==> src/rtl/ppu_spr_fetch.sv <==
// rtl/ppu_spr_fetch.sv - sprite fetch sequencer: secondary OAM + VRAM pattern reads into per-slot shifter loads
module ppu_spr_fetch #(
  parameter int NSLOT = 8
) (
  input  logic             i_clk,
  input  logic             i_rstn,
  input  logic             i_start,
  input  logic [3:0]       i_sprite_cnt,
  input  logic [7:0]       i_scanline,
  input  logic             i_spr_size16,
  input  logic             i_spr_pt_sel,
  output logic [4:0]       o_soam_addr,
  input  logic [7:0]       i_soam_data,
  output logic             o_vram_req,
  output logic [13:0]      o_vram_addr,
  input  logic             i_vram_ack,
  input  logic [7:0]       i_vram_data,
  output logic [7:0]       o_xcnt,
  output logic [NSLOT-1:0] o_xcnt_wr,
  output logic [7:0]       o_attr,
  output logic [NSLOT-1:0] o_attr_we,
  output logic [15:0]      o_patt,
  output logic [NSLOT-1:0] o_patt_we,
  output logic             o_busy,
  output logic             o_done
);

  localparam int SW = $clog2(NSLOT);

  typedef enum logic [3:0] {
    S_IDLE, S_RDY, S_RDT, S_RDA, S_RDX, S_LO, S_HI, S_WR, S_EMPTY, S_DONE
  } state_t;

  state_t          state_q, state_d;
  logic [SW-1:0]   slot_q, slot_d;
  logic [3:0]      cnt_q, cnt_d;
  logic [7:0]      scan_q, scan_d;
  logic            size16_q, size16_d;
  logic            pt_q, pt_d;
  logic [7:0]      y_q, y_d;
  logic [7:0]      tile_q, tile_d;
  logic            vflip_q, vflip_d;
  logic [7:0]      x_q, x_d;
  logic [7:0]      lo_q, lo_d;
  logic [7:0]      hi_q, hi_d;
  logic            lo_first_q, lo_first_d;

  logic [NSLOT-1:0] slot_oh;
  logic [3:0]       cnt_clamp;
  logic [3:0]       slot_next;
  logic [3:0]       row_raw;
  logic [3:0]       row;
  logic             plane;
  logic [13:0]      addr_calc;

  assign slot_oh   = {{(NSLOT-1){1'b0}}, 1'b1} << slot_q;
  assign cnt_clamp = (i_sprite_cnt > 4'(NSLOT)) ? 4'(NSLOT) : i_sprite_cnt;
  assign slot_next = 4'(slot_q) + 4'd1;

  // Only the low nibble of (scanline - Y) selects a row; mod-16 subtraction is enough.
  assign row_raw = 4'(scan_q - y_q);
  assign row     = vflip_q ? (size16_q ? ~row_raw : {row_raw[3], ~row_raw[2:0]}) : row_raw;
  assign plane   = (state_q == S_HI);

  assign addr_calc = size16_q ? {1'b0, tile_q[0], tile_q[7:1], row[3], plane, row[2:0]}
                              : {1'b0, pt_q, tile_q, plane, row[2:0]};

  assign o_vram_addr = o_vram_req ? addr_calc : 14'd0;
  assign o_busy      = (state_q != S_IDLE);

  always_comb begin
    state_d    = state_q;
    slot_d     = slot_q;
    cnt_d      = cnt_q;
    scan_d     = scan_q;
    size16_d   = size16_q;
    pt_d       = pt_q;
    y_d        = y_q;
    tile_d     = tile_q;
    vflip_d    = vflip_q;
    x_d        = x_q;
    lo_d       = lo_q;
    hi_d       = hi_q;
    lo_first_d = lo_first_q;
    o_soam_addr = 5'd0;
    o_vram_req  = 1'b0;
    o_xcnt      = 8'd0;
    o_xcnt_wr   = '0;
    o_attr      = 8'd0;
    o_attr_we   = '0;
    o_patt      = 16'd0;
    o_patt_we   = '0;
    o_done      = 1'b0;

    case (state_q)
      S_IDLE: begin
        if (i_start) begin
          cnt_d    = cnt_clamp;
          scan_d   = i_scanline;
          size16_d = i_spr_size16;
          pt_d     = i_spr_pt_sel;
          slot_d   = '0;
          state_d  = (cnt_clamp != 4'd0) ? S_RDY : S_EMPTY;
        end
      end
      S_RDY: begin
        o_soam_addr = 5'({slot_q, 2'd0});
        state_d     = S_RDT;
      end
      S_RDT: begin
        o_soam_addr = 5'({slot_q, 2'd1});
        y_d         = i_soam_data;
        state_d     = S_RDA;
      end
      S_RDA: begin
        o_soam_addr = 5'({slot_q, 2'd2});
        tile_d      = i_soam_data;
        state_d     = S_RDX;
      end
      S_RDX: begin
        o_soam_addr = 5'({slot_q, 2'd3});
        o_attr      = i_soam_data;
        o_attr_we   = slot_oh;
        vflip_d     = i_soam_data[7];
        lo_first_d  = 1'b1;
        state_d     = S_LO;
      end
      S_LO: begin
        o_vram_req = 1'b1;
        // X byte is only on the OAM bus for the first LO cycle, even if VRAM stalls.
        if (lo_first_q) begin
          x_d        = i_soam_data;
          lo_first_d = 1'b0;
        end
        if (i_vram_ack) begin
          lo_d    = i_vram_data;
          state_d = S_HI;
        end
      end
      S_HI: begin
        o_vram_req = 1'b1;
        if (i_vram_ack) begin
          hi_d    = i_vram_data;
          state_d = S_WR;
        end
      end
      S_WR: begin
        o_patt    = {hi_q, lo_q};
        o_xcnt    = x_q;
        o_patt_we = slot_oh;
        o_xcnt_wr = slot_oh;
        if (slot_q == SW'(NSLOT - 1)) begin
          state_d = S_DONE;
        end else begin
          slot_d  = slot_q + 1'b1;
          state_d = (slot_next < cnt_q) ? S_RDY : S_EMPTY;
        end
      end
      S_EMPTY: begin
        o_attr_we = slot_oh;
        hi_d      = 8'd0;
        lo_d      = 8'd0;
        x_d       = 8'hFF;
        state_d   = S_WR;
      end
      S_DONE: begin
        o_done  = 1'b1;
        state_d = S_IDLE;
      end
      default: state_d = S_IDLE;
    endcase
  end

  always_ff @(posedge i_clk or negedge i_rstn) begin
    if (!i_rstn) begin
      state_q    <= S_IDLE;
      slot_q     <= '0;
      cnt_q      <= 4'd0;
      scan_q     <= 8'd0;
      size16_q   <= 1'b0;
      pt_q       <= 1'b0;
      y_q        <= 8'd0;
      tile_q     <= 8'd0;
      vflip_q    <= 1'b0;
      x_q        <= 8'd0;
      lo_q       <= 8'd0;
      hi_q       <= 8'd0;
      lo_first_q <= 1'b0;
    end else begin
      state_q    <= state_d;
      slot_q     <= slot_d;
      cnt_q      <= cnt_d;
      scan_q     <= scan_d;
      size16_q   <= size16_d;
      pt_q       <= pt_d;
      y_q        <= y_d;
      tile_q     <= tile_d;
      vflip_q    <= vflip_d;
      x_q        <= x_d;
      lo_q       <= lo_d;
      hi_q       <= hi_d;
      lo_first_q <= lo_first_d;
    end
  end

endmodule

==> config.mk <==
export PLATFORM = sky130hd
export DESIGN_NAME = ppu_spr_fetch
export DESIGN_NICKNAME = d
export VERILOG_FILES = /design/src/rtl/ppu_spr_fetch.sv
export SDC_FILE = /design/constraint.sdc
export NUM_CORES = 1
export LEC_CHECK = 0
export ABC_AREA = 1
export BUFFER_PORTS_ARGS = -buffer_cell sky130_fd_sc_hd__clkbuf_2
export CORE_ASPECT_RATIO = 1.2
export CORE_MARGIN = 1.5
export CORE_UTILIZATION = 37
export CTS_CLUSTER_DIAMETER = 120
export DETAILED_ROUTE_END_ITERATION = 8
export SKIP_LAST_GASP = 1
export SLEW_MARGIN = 10
export SYNTH_ARGS = -nofsm -noshare
export SYNTH_HDL_FRONTEND = slang
export SYNTH_SLANG_ARGS = --single-unit
==> constraint.sdc <==
create_clock -name i_clk -period 5.4 [get_ports i_clk]
set_input_delay 0 -clock i_clk [delete_from_list [all_inputs] [get_ports i_clk]]
set_output_delay 0 -clock i_clk [all_outputs]
set_load 0.005 [all_outputs]
# Word-level counts from Yosys, hierarchy flattened
# Index checks and enable logic that the tools add are counted.
# totals
regBits,55
latchBits,0
mem_bits_rw,0
romBits,0
inputBits,34
output_inout_bits,78
elab_cells,80
mem_count,0
# op_classes
n_addsub,3
mul,0
div_mod_pow,0
order_cmp,2
n_eq_ne,15
shifts,1
n_mux,29
bitwise,2
n_reduce_logical,15
# op_table
cell,count
$mux W8,6
$pmux W8 S2,3
$mux W4,9
$pmux W4 S9,1
$mux W13,2
$pmux W5 S4,1
$eq A4 B3 Y1 const B,4
$mux W16,1
$ne A2 B2 Y1 const B,5
$eq A4 B2 Y1 const B,2
$eq A4 B4 Y1 const B,2
$reduce_and A2 Y1,4
$reduce_bool A2 Y1,4
$reduce_bool A4 Y1,2
$shl A1 B3 Y8 const A,1
$mux W3,2
$pmux W3 S2,1
$reduce_and A3 Y1,2
$add A3 B1 Y4 const B,1
$eq A4 B1 Y1 const B,1
$gt A4 B4 Y1 const B,1
$logic_not A4 Y1,1
$lt A4 B4 Y1,1
$not A4 Y4,1
other kinds (7),9

# Depth between registers and ports, before layout
# depth
depth_word,6
depth_mapped,12
ltp_nobuf,12

# Worst setup path after synthesis
# No wires, ideal clock.
# synth_path
path_kind,register to register
from,reg slot_q[2]
to,reg state_q[0]
setup_ns,0.116
arrival_time_ns,1.601
required_time_ns,5.284
slack_ns,3.683
path_stages_with_launch,13
n_path_buf,1
synth_period_minus_slack_ns,1.717
cell_sequence,dfrtp_1 clkbuf_1 inv_2 ha_1 inv_1 ha_1 nand2_1 inv_1 nand2_1 nand3_1 nand3_1 nand2_1 nand2_1
# synth_between
elab_chain_cells,5
word_cells_on_any_way,6
cone_classes,add/sub: 1; order compare: 1; eq/ne: 1; mux: 3
# synth_rtl
item,line_no,source
start: declaration,35,"logic [SW-1:0] slot_q, slot_d;"
start signal: assignment,191,slot_q <= slot_d;
$add A3 B1 Y4,58,assign slot_next = 4'(slot_q) + 4'd1;
$lt A4 B4 Y1,156,state_d = (slot_next < cnt_q) ? S_RDY : S_EMPTY;
$mux W4,156,
$mux W4 *,152,if (slot_q == SW'(NSLOT - 1)) begin
$pmux W4 S9 *,95,case (state_q)
end signal: assignment,190,state_q <= state_d;
end: declaration,34,"state_t state_q, state_d;"
# Mark *: on every way between the ends. The rest lies on a longest branch, timed or not.
# A chain may end at the register's enable or synchronous reset.

# Worst setup path after layout
# layout_path
from,reg state_q[2]
to,out o_soam_addr[3]
# layout_between
elab_chain_cells,2
word_cells_on_any_way,5
cone_classes,eq/ne: 4; mux: 1
# layout_rtl
item,line_no,source
"$eq A4 B3 Y1, or another cell as far along",95,
$pmux W5 S4 *,95,
end: declaration,12,"output logic [4:0] o_soam_addr,"
# Marks and branches as above.

==> flow_summary.ini <==
[placement]
dp_hpwl_um = 5690
post_dp_cell_area_mm2 = 0.00374
io_buffers = 106
gp_congestion = 0.815
dp_cells = 632

[logic_synthesis]
syn_area_mm2 = 0.00320
syn_nets = 480
postSynthAreaPerCell_um2 = 7.38
seq_area_frac_synth_pct = 43.1
synth-compound-area-share_pct = 11.7
ys_ff_latch = 55
ys_warn_count = 0
synthSimpleGateAreaFrac_pct = 23.5
synth_top_family_by_area = simple AND/OR/NAND/NOR gates
synth.area.mux_share_pct = 0.313
yosysTopAreaCell = dfrtp_1
synthXorXnorAreaFrac_pct = 1.37
yosysTopAreaCellShare_pct = 43.1
ys_types = 27
synth_fa_ha_area_share_pct = 5.32
synthCells = 433
yosys-top-cells-area = dfrtp_1 (43%), inv_1 (10%), nand2_1 (10%)

[critical_path]
cp_max_fo = 15
startpoint = state_q[2]$_DFFE_PN0P_
crit_path_start_kind = flip-flop
r2r_end = state_q[3]$_DFFE_PN0P_
rrSetupSlack_ps = 3510
end_kind = primary output
ff2ff_path_depth = 7
cp.arrival_ps = 2340
r2r_start = state_q[3]$_DFFE_PN0P_
crit_required_ps = 5400
path_class = flip-flop to primary output

[clocking]
cts_max_level = 2
post_cts_buffers = 0
cts_buffer_depth = 2
insertion_delay_ps = 310
cts.sinks = 55
ctsHoldBuffers = 22
cts_buffers = 5
ctsResizeCount = 0
cts.clk_slew.worst_paths_ps = 100
cts-root-buf = clkbuf_8
cts_tree = yes

[sta]
drv_slew = 0
tightest_slew_ps = 979
finalHoldViolCount = 0
setup_viol = 0
fmax_mhz = 428
fin_skew_ps = 14.1
rsz0062_at_grt = false
tns_ps = 0
period_minus_slack_ps = 2340
slew_headroom_pct = 34.7
timing.final.crit_share_pct = 43.3

[final_layout]
layout_commonest_cell = clkbuf_2
area_delta_synth_final_pct = 26.5
stdcell_area_mm2 = 0.00404
drive_above_1_share_pct = 22.8
fin_cells = 662
n_fill_cell = 860
mostFrequentLayoutCells = clkbuf_2 (106), inv_1 (87), nand2_1 (85)
antenna_cells = 0
multi_input_area_mm2 = 0.00135
regArea_mm2 = 0.00138
fin_nets = 594

[floorplan]
die_area_mm2 = 0.00921
io_pins = 112
core.rowCount = 36
initial_utilization_pct = 38.8
die_w_um = 87.8
coreArea_mm2 = 0.00824
fp.dieH_um = 105

[grt]
grt_start_max_net_pins = 56
grt_usage_pct = 17.6
grt_pass1_vias = 2802
grt_pass1_wl_um = 12900
top_usage_layer = met2
met1_usage_pct = 22.1
gr-total-overflow = 0
met2_usage_pct = 30.6
antenna_found_initial = 0
met3_usage_pct = 2.53

[worst_hold_path]
min_to = lo_q[5]$_DFFE_PN0P_
hold_path_startpoint = i_vram_data[5]
holdPathStages = 5
hold_path_class = primary input to flip-flop

[run_status]
status = finished, final reports clean

[detailed_routing]
wl_per_cell_um = 11.8
vias_per_cell = 4.49
antenna_left = 0
totalWireLength_um = 7800
num_vias = 2975
dr.pass1.iters = 5
drc_errors = 0
drt-initial-drc-count = 146

[pwr]
power.leakage_nw = 2.27
powerDensity_mw_per_mm2 = 442
ir_worst_vdd_uv = 153

[run]
drv_cap = 0
Yosys cell counts:
library cell  count
nand3_1           7
nand2_2           2
nor4_1            1
o21ai_0          52
nand2_1          85
nor3_1           14
inv_2             1
mux2i_1           1
o21ai_4           3
ha_1             12
o21ai_2           1
dfrtp_1          55
nor2_4            2
nand3_4           1
a22o_1            1
xnor2_1           3
nor2_1           71
buf_4            13
conb_1            1
buf_2             6
o22ai_1           2
inv_1            87
a21oi_2           1
clkbuf_1          3
xor2_1            2
a21oi_1           5
fa_1              1
cell families after synthesis:
family,count (synthesis)
adder cells (fa/ha/maj),13
flip-flops,55
XOR/XNOR,5
buffers and inverters,110
multiplexers,1
other,1
AO/OA/AOI/OAI,65
AND/OR/NAND/NOR,183
per-layer routing:
layer | vias to the layer above | wire length [um]
li1 | 1524 | -
met1 | 1380 | 3530
met2 | 63 | 3910
met3 | 8 | 233
met4 | 0 | 121
met5 | - | 0
through the flow:
step / worst slack, ps / hold WS, ps / total power, mW / util [%]
after detailed placement: 3370 / 192 / 1.56 / 45.3
final: 3060 / 7.60 / 1.79 / 49.0
after global routing: 2730 / 46.0 / 1.97 / 49.0
after global placement: 3420 / 184 / 1.53 / 45.3
after CTS: 3020 / 0.128 / 1.81 / 49.0
after floorplan: 3680 / -296 / 1.31 / -
sequential cells by signal (all words and copies together), names as in the netlist, 4 cells and up:
name,count
hi_q,8
lo_q,8
y_q,4
state_q,4
scan_q,4
tile_q,8
x_q,8
cnt_q,4
cell type report:
class                   count  share of cell area, %
well taps                 114                   3.53
flip-flops and latches     55                   34.0
clock buffers               6                   1.80
multi-input cells         268                   33.4
clock inverters             2                  0.310
repair buffers            129                   18.8
inverters                  88                   8.17
how the worst max path moves through the flow:
stage                             end  slack (ps)
2_1_floorplan  state_q[0]$_DFFE_PN0P_        3680
3_3_place_gp             o_xcnt_wr[1]        3420
3_5_place_dp             o_xcnt_wr[2]        3370
4_1_cts                  o_patt_we[2]        3020
5_1_grt                o_soam_addr[3]        2730
6_report               o_soam_addr[3]        3060
critical path, cell delays in order, from the launching register on:
cell and delay [ps]:
dfrtp_1 410, inv_1 180, nand2_1 110, nor2_1 650, inv_1 200, nand2_1 150
nor2_1 110, nor2_1 100, clkbuf_2 120
where the power goes:
group	internal, mW	total, mW	switching, mW
logic	0.323	0.860	0.536
registers	0.604	0.699	0.0956
clock network	0.0911	0.227	0.136
total	1.02	1.79	0.768
(Power assumes the default switching activity.)
